===== config.mk =====
export PLATFORM = sky130hd
export DESIGN_NAME = level_max_locate_flat
export DESIGN_NICKNAME = d
export VERILOG_FILES = /design/src/rtl/sw_score_pkg.sv /design/src/rtl/level_max_locate_if.sv /design/src/rtl/level_max_unit.sv /design/src/rtl/level_max_locate.sv /design/src/flat_wrapper.sv
export SDC_FILE = /design/constraint.sdc
export NUM_CORES = 1
export LEC_CHECK = 0
export ABC_AREA = 1
export BUFFER_PORTS_ARGS = -buffer_cell sky130_fd_sc_hd__buf_2
export CORE_AREA = 2 2 119 121
export DETAILED_ROUTE_END_ITERATION = 8
export DIE_AREA = 0 0 121 123
export SYNTH_ARGS = -nofsm -noshare
export SYNTH_HDL_FRONTEND = slang
export SYNTH_SLANG_ARGS = --single-unit

===== constraint.sdc =====
create_clock -name clk -period 2.3 [get_ports clk]
set_clock_uncertainty 0.05 [all_clocks]
set_input_delay 0.345 -clock clk [delete_from_list [all_inputs] [get_ports clk]]
set_output_delay 0.345 -clock clk [all_outputs]
set_load 0.02 [all_outputs]

===== src/rtl/sw_score_pkg.sv =====
// Shared constants, state encoding and column mask constants for the level max locator.
package sw_score_pkg;

  localparam int unsigned SCORE_W = 7;
  localparam int unsigned COLS    = 13;
  localparam int unsigned LEVELS  = 4;

  // Mask with only the middle column set, for consumers centring a search window.
  localparam logic [COLS-1:0] LOC_CENTRE = 13'b0000001000000;

  typedef enum logic [1:0] {
    StIdle,
    StScan,
    StDone
  } state_e;

endpackage


===== src/rtl/level_max_locate_if.sv =====
// Score stream carrying one column score per beat, with a valid/ready handshake.
interface level_max_locate_if #(
  parameter int unsigned SCORE_W = sw_score_pkg::SCORE_W
) ();

  logic               s_valid;
  logic               s_ready;
  logic [SCORE_W-1:0] s_score;

  modport master (output s_valid, output s_score, input s_ready);
  modport slave  (input s_valid, input s_score, output s_ready);

endinterface


===== src/rtl/level_max_unit.sv =====
// Running maximum and location mask for one level of scores.
// Tie handling is selected by LOC_TIE_ALL_EN: defined marks every tied column,
// undefined keeps only the lowest-index maximum (one-hot mask).
module level_max_unit #(
  parameter int unsigned SCORE_W = 7,
  parameter int unsigned COLS    = 13,
  parameter int unsigned ColW    = $clog2(COLS)
) (
  input  logic               clk,
  input  logic               rst,
  input  logic               clear,
  input  logic               beat,
  input  logic               first,
  input  logic [ColW-1:0]    col,
  input  logic [SCORE_W-1:0] score,
  output logic [SCORE_W-1:0] max,
  output logic [COLS-1:0]    mask
);

  logic [SCORE_W-1:0] max_q;
  logic [COLS-1:0]    mask_q;
  logic [COLS-1:0]    col_bit;

  // Max/mask including the current beat; the top captures these on the last column.
  always_comb begin
    col_bit = COLS'(1) << col;
    max     = max_q;
    mask    = mask_q;
    if (first) begin
      max  = score;
      mask = COLS'(1);
    end else if (score > max_q) begin
      max  = score;
      mask = col_bit;
`ifdef LOC_TIE_ALL_EN
    end else if (score == max_q) begin
      mask = mask_q | col_bit;
`endif
    end
  end

  // Running state advances only on accepted beats.
  always_ff @(posedge clk or negedge rst) begin
    if (!rst) begin
      max_q  <= '0;
      mask_q <= '0;
    end else if (clear) begin
      max_q  <= '0;
      mask_q <= '0;
    end else if (beat) begin
      max_q  <= max;
      mask_q <= mask;
    end
  end

endmodule


===== src/rtl/level_max_locate.sv =====
// Four-level maximum/location finder over a stream of column scores.
// Optional macro: LOC_TIE_ALL_EN (mark all tied maxima in the loc masks).
module level_max_locate #(
  parameter int unsigned SCORE_W = sw_score_pkg::SCORE_W,
  parameter int unsigned COLS    = sw_score_pkg::COLS
) (
  input  logic               clk,
  input  logic               rst,
  input  logic               start,
  level_max_locate_if.slave  s,
  output logic [SCORE_W-1:0] max1,
  output logic [SCORE_W-1:0] max2,
  output logic [SCORE_W-1:0] max3,
  output logic [SCORE_W-1:0] max4,
  output logic [COLS-1:0]    loc1,
  output logic [COLS-1:0]    loc2,
  output logic [COLS-1:0]    loc3,
  output logic [COLS-1:0]    loc4,
  output logic               busy,
  output logic               done
);

  import sw_score_pkg::*;

  localparam int unsigned ColW = $clog2(COLS);
  localparam int unsigned LevW = $clog2(LEVELS);
  localparam logic [ColW-1:0] ColLast = ColW'(COLS - 1);
  localparam logic [LevW-1:0] LevLast = LevW'(LEVELS - 1);

  state_e state_q, state_d;
  logic [LevW-1:0] level_q, level_d;
  logic [ColW-1:0] col_q, col_d;
  logic [SCORE_W-1:0] max_q [LEVELS];
  logic [SCORE_W-1:0] max_d [LEVELS];
  logic [COLS-1:0]    loc_q [LEVELS];
  logic [COLS-1:0]    loc_d [LEVELS];

  logic               fire;
  logic               clear;
  logic [SCORE_W-1:0] unit_max;
  logic [COLS-1:0]    unit_mask;

  assign s.s_ready = (state_q == StScan);
  assign fire      = s.s_valid && s.s_ready;
  assign busy      = (state_q == StScan);
  assign done      = (state_q == StDone);

  level_max_unit #(
    .SCORE_W (SCORE_W),
    .COLS    (COLS),
    .ColW    (ColW)
  ) u_unit (
    .clk   (clk),
    .rst   (rst),
    .clear (clear),
    .beat  (fire),
    .first (col_q == '0),
    .col   (col_q),
    .score (s.s_score),
    .max   (unit_max),
    .mask  (unit_mask)
  );

  // Next-state: start a frame from idle/done, walk columns and levels on each beat.
  always_comb begin
    state_d = state_q;
    level_d = level_q;
    col_d   = col_q;
    clear   = 1'b0;
    for (int i = 0; i < LEVELS; i++) begin
      max_d[i] = max_q[i];
      loc_d[i] = loc_q[i];
    end
    unique case (state_q)
      StIdle, StDone: begin
        if (start) begin
          state_d = StScan;
          level_d = '0;
          col_d   = '0;
          clear   = 1'b1;
          for (int i = 0; i < LEVELS; i++) begin
            max_d[i] = '0;
            loc_d[i] = '0;
          end
        end
      end
      StScan: begin
        if (fire) begin
          if (col_q == ColLast) begin
            max_d[level_q] = unit_max;
            loc_d[level_q] = unit_mask;
            col_d          = '0;
            level_d        = level_q + LevW'(1);
            if (level_q == LevLast) begin
              state_d = StDone;
            end
          end else begin
            col_d = col_q + ColW'(1);
          end
        end
      end
      default: state_d = StIdle;
    endcase
  end

  // State and result registers; reset wipes any partial frame.
  always_ff @(posedge clk or negedge rst) begin
    if (!rst) begin
      state_q <= StIdle;
      level_q <= '0;
      col_q   <= '0;
      for (int i = 0; i < LEVELS; i++) begin
        max_q[i] <= '0;
        loc_q[i] <= '0;
      end
    end else begin
      state_q <= state_d;
      level_q <= level_d;
      col_q   <= col_d;
      for (int i = 0; i < LEVELS; i++) begin
        max_q[i] <= max_d[i];
        loc_q[i] <= loc_d[i];
      end
    end
  end

  assign max1 = max_q[0];
  assign max2 = max_q[1];
  assign max3 = max_q[2];
  assign max4 = max_q[3];
  assign loc1 = loc_q[0];
  assign loc2 = loc_q[1];
  assign loc3 = loc_q[2];
  assign loc4 = loc_q[3];

endmodule


===== src/flat_wrapper.sv =====
// flat-port wrapper written by rule: the top's interface ports become plain ports
module level_max_locate_flat import sw_score_pkg::*;
#(
  parameter int unsigned SCORE_W = sw_score_pkg::SCORE_W,
  parameter int unsigned COLS    = sw_score_pkg::COLS
)
  (clk, rst, start, max1, max2, max3, max4, loc1, loc2, loc3, loc4, busy, done, s_s_valid, s_s_score, s_s_ready);
  level_max_locate_if #(.SCORE_W(SCORE_W)) s_i ();
  input  logic clk;
  input  logic rst;
  input  logic start;
  output logic [SCORE_W-1:0] max1;
  output logic [SCORE_W-1:0] max2;
  output logic [SCORE_W-1:0] max3;
  output logic [SCORE_W-1:0] max4;
  output logic [COLS-1:0] loc1;
  output logic [COLS-1:0] loc2;
  output logic [COLS-1:0] loc3;
  output logic [COLS-1:0] loc4;
  output logic busy;
  output logic done;
  input wire logic [$bits(s_i.s_valid)-1:0] s_s_valid;
  input wire logic [$bits(s_i.s_score)-1:0] s_s_score;
  output wire logic [$bits(s_i.s_ready)-1:0] s_s_ready;
  assign s_i.s_valid = s_s_valid;
  assign s_i.s_score = s_s_score;
  assign s_s_ready = s_i.s_ready;
  level_max_locate #(.SCORE_W(SCORE_W), .COLS(COLS)) u_core (.clk(clk), .rst(rst), .start(start), .s(s_i), .max1(max1), .max2(max2), .max3(max3), .max4(max4), .loc1(loc1), .loc2(loc2), .loc3(loc3), .loc4(loc4), .busy(busy), .done(done));
endmodule

==> reports/summary.txt, run 1 <==
RUN STATUS
--------------------------------------------------------------------------------------
Outcome                                                                   complete, no violations

SYNTHESIS
--------------------------------------------------------------------------------------
Adder-cell share of the synthesized area                                       0.04006
Post-Syn Area                                                                5310 um^2
Number of storage elements in the synthesis netlist                                108
Sequential area share after synthesis                                           0.5090
Syn avg cell area                                                           8.806 um^2
Post-synthesis instance total                                                      603
Simple logic cell fraction of the synthesized area                              0.3527
Net count after synthesis                                                          631
Compound-cell area share of the yosys netlist                                  0.02026
Main combinational cell family by area after synthesis                    simple AND/OR/NAND/NOR gates
Synth Area in XOR/XNOR                                                        0.001649
Number of distinct standard cells referenced by the synthesized netlist             31
Synth Warn #                                                                         0
Share of synthesized area spent on multiplexers                                      0

CTS
--------------------------------------------------------------------------------------
TritonCTS sink count                                                               108
Htree depth                                                                          3
CTS tree                                                                           yes
Cts bufs inserted                                                                    9
Clk buf depth                                                                        2
Register clock-pin slew on the reported worst setup and hold paths             0.07 ns
CTS root buffer                                                           sky130_fd_sc_hd__clkbuf_16
Clock latency at the later pin of the worst-skew pair                          0.35 ns

DIE
--------------------------------------------------------------------------------------
I/O pin count                                                                       94
Effective utilization at floorplan                                              0.3901
Die width                                                                       121 um
CORE AREA                                                                   13610 um^2
Standard-cell rows                                                                  43
Die height                                                                      123 um
Die area                                                                    14880 um^2

WORST SETUP PATH
--------------------------------------------------------------------------------------
Worst-path maximum fanout                                                           20
Worst EP arrival                                                               2.35 ns
R2r setup slk                                                                  0.19 ns
Required time at the worst-slack endpoint                                      2.54 ns
Reg2Reg Depth                                                                        6
Critical path type                                                        flip-flop to flip-flop
Capturing point of the worst reg2reg path                                 u_core.max2[6]
Startpoint Class                                                             flip-flop
Kind of capture point of the worst setup path                                flip-flop
Worst flop-to-flop path startpoint                                        u_core.state_q[0]

TIMING
--------------------------------------------------------------------------------------
Peak Freq                                                                    473.4 MHz
Slew Limit Fails                                                                     0
Final Hold Fails                                                                     0
Final number of setup-violating endpoints                                            0
Setup repair after global routing missed its margin                                yes
Worst slew slack as a fraction of its limit                                     0.2187
Final Critical Period                                                         2.112 ns
Share of the clock period used by the worst path                                0.9184
Slew @ Worst Pin                                                              1.172 ns
Fin worst setup slack                                                        0.1877 ns

PLACEMENT
--------------------------------------------------------------------------------------
Weighted congestion reported at the end of routability-driven placement         0.8679
PortBufs                                                                            93
Cell Count Post-Placement                                                          864
HPWL after detailed placement                                                  9499 um
Worst setup slack after placement                                           0.06035 ns

DRT
--------------------------------------------------------------------------------------
Via/cell ratio                                                                   4.967
Antenna Violating Nets Remaining                                                     0
DRC violations left                                                                  0
Detailed Routing Iterations Pass 1                                                   6
Detailed-route via count                                                          4391
Post-detailed-route wirelength per cell                                       16.07 um
Final wirelength                                                              14210 um
Number of DRC markers after the initial detailed-route iteration                   313

LAYOUT
--------------------------------------------------------------------------------------
Final core utilization                                                          0.4617
Layout overhead on the synthesized area                                         18.36%
Number of fill cells in the layout                                                1307
Share of cells above drive strength 1                                           0.2443
Filler-free cell count of the finished design                                      884
Number of diodes                                                                     0
Count of nets after finishing                                                      727

HOLD PATH
--------------------------------------------------------------------------------------
Worst min-delay path endpoint                                             u_core.max2[3]
Min-Delay Path Depth                                                                 5
Path type of the worst min-delay path                                     input pin to flip-flop
Start point of the worst hold path                                        s_s_score[3]

GLOBAL ROUTING
--------------------------------------------------------------------------------------
Maximum number of pins on one net before global-route repair                        42
Remaining Overflow, GRT                                                              0
First-pass GRT wire length                                                    22390 um
Gr usage total                                                                  0.1951
Initial antenna violation count                                                      0
Via count of the first global-routing pass                                        4300

JOB
--------------------------------------------------------------------------------------
Max cap viols                                                                        0

PWR
--------------------------------------------------------------------------------------
Power per Cell Area                                                       1417 nW/um^2
Maximum vdd ir drop                                                           729.8 uV
Leak pwr                                                                      3.594 nW

## flip-flops by register name, indices dropped and copies added, names as in the netlist
name,count
u_core.u_unit.mask_q,13
u_core.u_unit.max_q,7
u_core.state_q,2
u_core.loc1,13
u_core.loc3,13
u_core.max4,7
u_core.col_q,4
u_core.max1,7
u_core.loc2,13
u_core.max2,7
u_core.level_q,2
u_core.loc4,13
u_core.max3,7
## how the worst max path moves through the flow
stage	start	to	slack [ns]	cells after the start
2_1_floorplan	u_core.u_unit.max_q[6]	u_core.loc1[5]	0.51	12
3_3_place_gp	u_core.col_q[0]	u_core.loc4[4]	0.14	9
3_5_place_dp	u_core.col_q[0]	u_core.loc4[10]	0.06	9
4_1_cts	u_core.col_q[0]	u_core.loc4[10]	0.04	9
5_1_grt	u_core.state_q[0]	u_core.loc2[10]	-0.01	6
6_report	u_core.state_q[0]	u_core.max2[6]	0.19	6
## critical path, cell delays in order (launching register included)
cell	delay (ns)
sky130_fd_sc_hd__dfrtp_1	0.42
sky130_fd_sc_hd__inv_2	0.09
sky130_fd_sc_hd__nor2_8	0.20
sky130_fd_sc_hd__inv_1	0.14
sky130_fd_sc_hd__o21ai_2	0.91
sky130_fd_sc_hd__nand2_1	0.13
sky130_fd_sc_hd__nand2_1	0.11
## cells in the mapped netlist (all sizes together)
library cell    n  area [um^2]
nand4          38        252.7
dfrtp         108         2703
nand3          85        430.4
o21bai          1        7.510
xor2            1        8.760
inv            44        167.7
o22ai           2        12.51
buf            26        226.5
clkbuf          2        7.510
a21oi           4        23.77
clkinv          1        3.750
a211oi          1        7.510
nor2           11        90.09
ha             17        212.7
o21ai           9        56.31
nand2         253         1100
## repair_timing
action,in CTS,in global routing
hold endpoints to repair,30,0
hold buffers,1,0
endpoints found under the setup margin,0,23
buffers inserted,0,2
resized for setup,0,4
## per-stage QoR
stage | power [mW] | setup TNS [ns] | instance area, um^2 | hold WS [ns]
CTS | 8.883 | 0 | 6251 | 0.3409
global route | 9.541 | -0.01767 | 6285 | 0.3654
global placement | 7.134 | 0 | 5927 | 0.2888
finish | 8.908 | 0 | 6285 | 0.3450
floorplan | 6.086 | 0 | 5310 | -0.0005911
detailed placement | 7.230 | 0 | 5927 | 0.2912
## cell families after synthesis
family / after synthesis
fa+ha+maj: 17
flops: 108
simple gates: 387
buf+inv: 73
compound gates: 17
xor+xnor: 1
## routing by layer
layer,global-route usage,wire length (um)
met5,0,0
met4,0.05451,167
met3,0.03598,635
met2,0.3125,6784
met1,0.2721,6620
## cell type report
| class | instances | area [um^2] | share of cell area |
|---|---|---|---|
| Clock inverter | 3 | 43.79 | 0.006968 |
| Clock buffer | 13 | 270.3 | 0.04300 |
| Timing Repair inverter | 1 | 7.507 | 0.001195 |
| Inverter | 45 | 175.2 | 0.02787 |
| Timing Repair Buffer | 112 | 650.6 | 0.1035 |
| Tap cell | 180 | 225.2 | 0.03584 |
| Sequential cell | 108 | 2703 | 0.4300 |
| Multi-Input combinational cell | 422 | 2210 | 0.3516 |
## cell usage in the layout, fill, tap and decap left out, types with 4 or more instances in the layout
cell type and instances:
sky130_fd_sc_hd__o21ai_0 6, sky130_fd_sc_hd__clkbuf_16 9, sky130_fd_sc_hd__nor2_1 4, sky130_fd_sc_hd__nand3_1 84, sky130_fd_sc_hd__nand2_4 12, sky130_fd_sc_hd__buf_4 16, sky130_fd_sc_hd__dfrtp_1 108, sky130_fd_sc_hd__nor2_4 4
sky130_fd_sc_hd__ha_1 17, sky130_fd_sc_hd__nand2_1 226, sky130_fd_sc_hd__nand4_1 37, sky130_fd_sc_hd__nand2_2 13, sky130_fd_sc_hd__buf_2 92, sky130_fd_sc_hd__inv_1 39
## power by group
part           switching (mW)  total, mW  internal, mW
logic                    3.18       4.40          1.22
clock network           0.685       1.62         0.935
registers               0.388       2.89          2.50
total                    4.25       8.91          4.66
Power figures use the tool's default switching activity.
==> run 2, diff against run 1 <==
--- a/config.mk
+++ b/config.mk
@@ -7,9 +7,9 @@
 export LEC_CHECK = 0
 export ABC_AREA = 1
 export BUFFER_PORTS_ARGS = -buffer_cell sky130_fd_sc_hd__buf_2
-export CORE_AREA = 2 2 119 121
+export CORE_AREA = 2 2 98 147
 export DETAILED_ROUTE_END_ITERATION = 8
-export DIE_AREA = 0 0 121 123
+export DIE_AREA = 0 0 100 149
 export SYNTH_ARGS = -nofsm -noshare
 export SYNTH_HDL_FRONTEND = slang
 export SYNTH_SLANG_ARGS = --single-unit
==> reports/summary.txt, run 2 (synthesis gave the netlist of run 1 again) <==
LAYOUT
--------------------------------------------------------------------------------------
Share of cells above drive strength 1                                           0.2429
Layout overhead on the synthesized area                                         17.84%
Number of fill cells in the layout                                                1378
Most used cells in the layout excluding fill and tap cells                sky130_fd_sc_hd__nand2_1, sky130_fd_sc_hd__dfrtp_1, sky130_fd_sc_hd__buf_2
Fin area                                                                     6257 um^2
Count of nets after finishing                                                      727
Most frequent standard cell in the layout excluding fill and tap cells    sky130_fd_sc_hd__nand2_1
Number of diodes                                                                     0

TIMING
--------------------------------------------------------------------------------------
Share of the clock period used by the worst path                                0.9172
Final Critical Period                                                         2.110 ns
Worst slew slack as a fraction of its limit                                     0.2459
Slew @ Worst Pin                                                              1.131 ns
Fin worst setup slack                                                        0.1905 ns
Slew Limit Fails                                                                     0
Setup repair after global routing missed its margin                                 no
Final TNS setup                                                                   0 ns
Peak Freq                                                                    474.0 MHz
Final Hold Fails                                                                     0
Final number of setup-violating endpoints                                            0

WORST SETUP PATH
--------------------------------------------------------------------------------------
Worst EP arrival                                                               2.35 ns
Worst setup path startpoint                                               u_core.state_q[0]
Kind of capture point of the worst setup path                                flip-flop
Startpoint Class                                                             flip-flop
Reg2Reg Depth                                                                        6
Worst-path maximum fanout                                                           20
Capturing point of the worst reg2reg path                                 u_core.max3[0]
Required time at the worst-slack endpoint                                      2.54 ns
R2r setup slk                                                                  0.19 ns
Worst flop-to-flop path startpoint                                        u_core.state_q[0]
Critical path type                                                        flip-flop to flip-flop

DRT
--------------------------------------------------------------------------------------
Post-detailed-route wirelength per cell                                       16.08 um
Detailed Routing Iterations Pass 1                                                   4
Final wirelength                                                              13970 um
Via/cell ratio                                                                   5.101
Number of DRC markers after the initial detailed-route iteration                   207
Antenna Violating Nets Remaining                                                     0
DRC violations left                                                                  0
Detailed-route via count                                                          4433

DIE
--------------------------------------------------------------------------------------
Die width                                                                       100 um
Standard-cell rows                                                                  53
Die height                                                                      149 um
I/O pin count                                                                       94
Die area                                                                    14900 um^2
CORE AREA                                                                   13790 um^2
Effective utilization at floorplan                                              0.3850

CTS
--------------------------------------------------------------------------------------
CTS root buffer                                                           sky130_fd_sc_hd__clkbuf_16
Register clock-pin slew on the reported worst setup and hold paths             0.07 ns
CTS tree                                                                           yes
Htree depth                                                                          3
TritonCTS sink count                                                               108
Clk buf depth                                                                        2
Clock latency at the later pin of the worst-skew pair                          0.35 ns
Cts bufs inserted                                                                    9

GLOBAL ROUTING
--------------------------------------------------------------------------------------
Gr usage total                                                                  0.1976
Remaining Overflow, GRT                                                              0
Initial antenna violation count                                                      0
Via count of the first global-routing pass                                        4548
First-pass GRT wire length                                                    23000 um
Maximum number of pins on one net before global-route repair                        49

JOB
--------------------------------------------------------------------------------------
Max cap viols                                                                        0

RUN STATUS
--------------------------------------------------------------------------------------
Outcome                                                                   complete, no violations

HOLD PATH
--------------------------------------------------------------------------------------
Worst min-delay path endpoint                                             u_core.max1[4]
Start point of the worst hold path                                        s_s_score[4]
Path type of the worst min-delay path                                     input pin to flip-flop
Min-Delay Path Depth                                                                 5

PWR
--------------------------------------------------------------------------------------
Power per Cell Area                                                       1416 nW/um^2
Maximum vdd ir drop                                                           667.8 uV
Leak pwr                                                                      3.594 nW
Total power                                                                   8.863 mW

PLACEMENT
--------------------------------------------------------------------------------------
PortBufs                                                                            93
Worst setup slack after placement                                            0.1724 ns
HPWL after detailed placement                                                  9874 um
Weighted congestion reported at the end of routability-driven placement         0.7954
Placed Area                                                                  5943 um^2

run 2: changes by cell type in the layout (fill, tap and decap cells not counted), sizes merged:
cell / previous run / this run
buf: 111 / 112
clkinv: 3 / 2
clkinvlp: 2 / 1
clkbuf: 13 / 12
inv: 43 / 46
bufinv: 1 / 0
run 2: how the worst max path moves through the flow:
stage | endpoint | slack, ns | depth (start not counted)
3_5_place_dp | u_core.max1[0] | 0.17 | 11
5_1_grt | u_core.max3[4] | 0.01 | 6
6_report | u_core.max3[0] | 0.19 | 6
4_1_cts | u_core.loc2[11] | 0.18 | 6
3_3_place_gp | u_core.max2[0] | 0.22 | 11
2_1_floorplan | u_core.loc1[5] | 0.51 | 12
run 2: cell type report:
| class | count | area [um^2] | area share |
|---|---|---|---|
| sequential | 108 | 2703 | 0.4319 |
| multi-input combinational | 422 | 2210 | 0.3531 |
| timing repair buffer | 113 | 670.6 | 0.1072 |
| clock buffer | 12 | 266.5 | 0.04259 |
| tap | 165 | 206.4 | 0.03299 |
| inverter | 45 | 171.4 | 0.02739 |
| clock inverter | 4 | 30.03 | 0.004799 |
run 2: power by group:
group	switching (mW)	leakage, nW	internal, mW
Clock	0.723	0.146	0.831
Combinational	3.15	1.97	1.28
Sequential	0.383	1.48	2.50
Total	4.25	3.59	4.61
run 2: critical path: stages (launching register included):
cell and delay (ns):
sky130_fd_sc_hd__dfrtp_1 0.41, sky130_fd_sc_hd__inv_2 0.08, sky130_fd_sc_hd__nor2_8 0.19, sky130_fd_sc_hd__inv_1 0.16, sky130_fd_sc_hd__o21ai_2 0.89, sky130_fd_sc_hd__nand2_1 0.13, sky130_fd_sc_hd__nand2_1 0.12
run 2: repair_timing:
item / CTS / global route
hold buffers: 1 / 0
setup endpoints to repair: 0 / 1
buffers inserted: 0 / 0
gates resized for setup: 0 / 1
hold endpoints to repair: 45 / 0
run 2: per-stage QoR:
step | util | hold WS (ns) | cells
floorplan | - | -0.0005911 | 603
global placement | 0.4309 | 0.3555 | 852
detailed placement | 0.4309 | 0.3597 | 852
CTS | 0.4531 | 0.3186 | 869
global route | 0.4536 | 0.3597 | 869
finish | 0.4536 | 0.3381 | 869
run 2: routing by layer:
metal	share of wire	GRT usage	routed length, um	up-vias
met2	0.53	0.3561	7468	98
met5	0	0	0	-
met1	0.41	0.2360	5701	2160
met4	0.024	0.07055	329	0
met3	0.034	0.03233	473	27
li1	-	-	-	2148
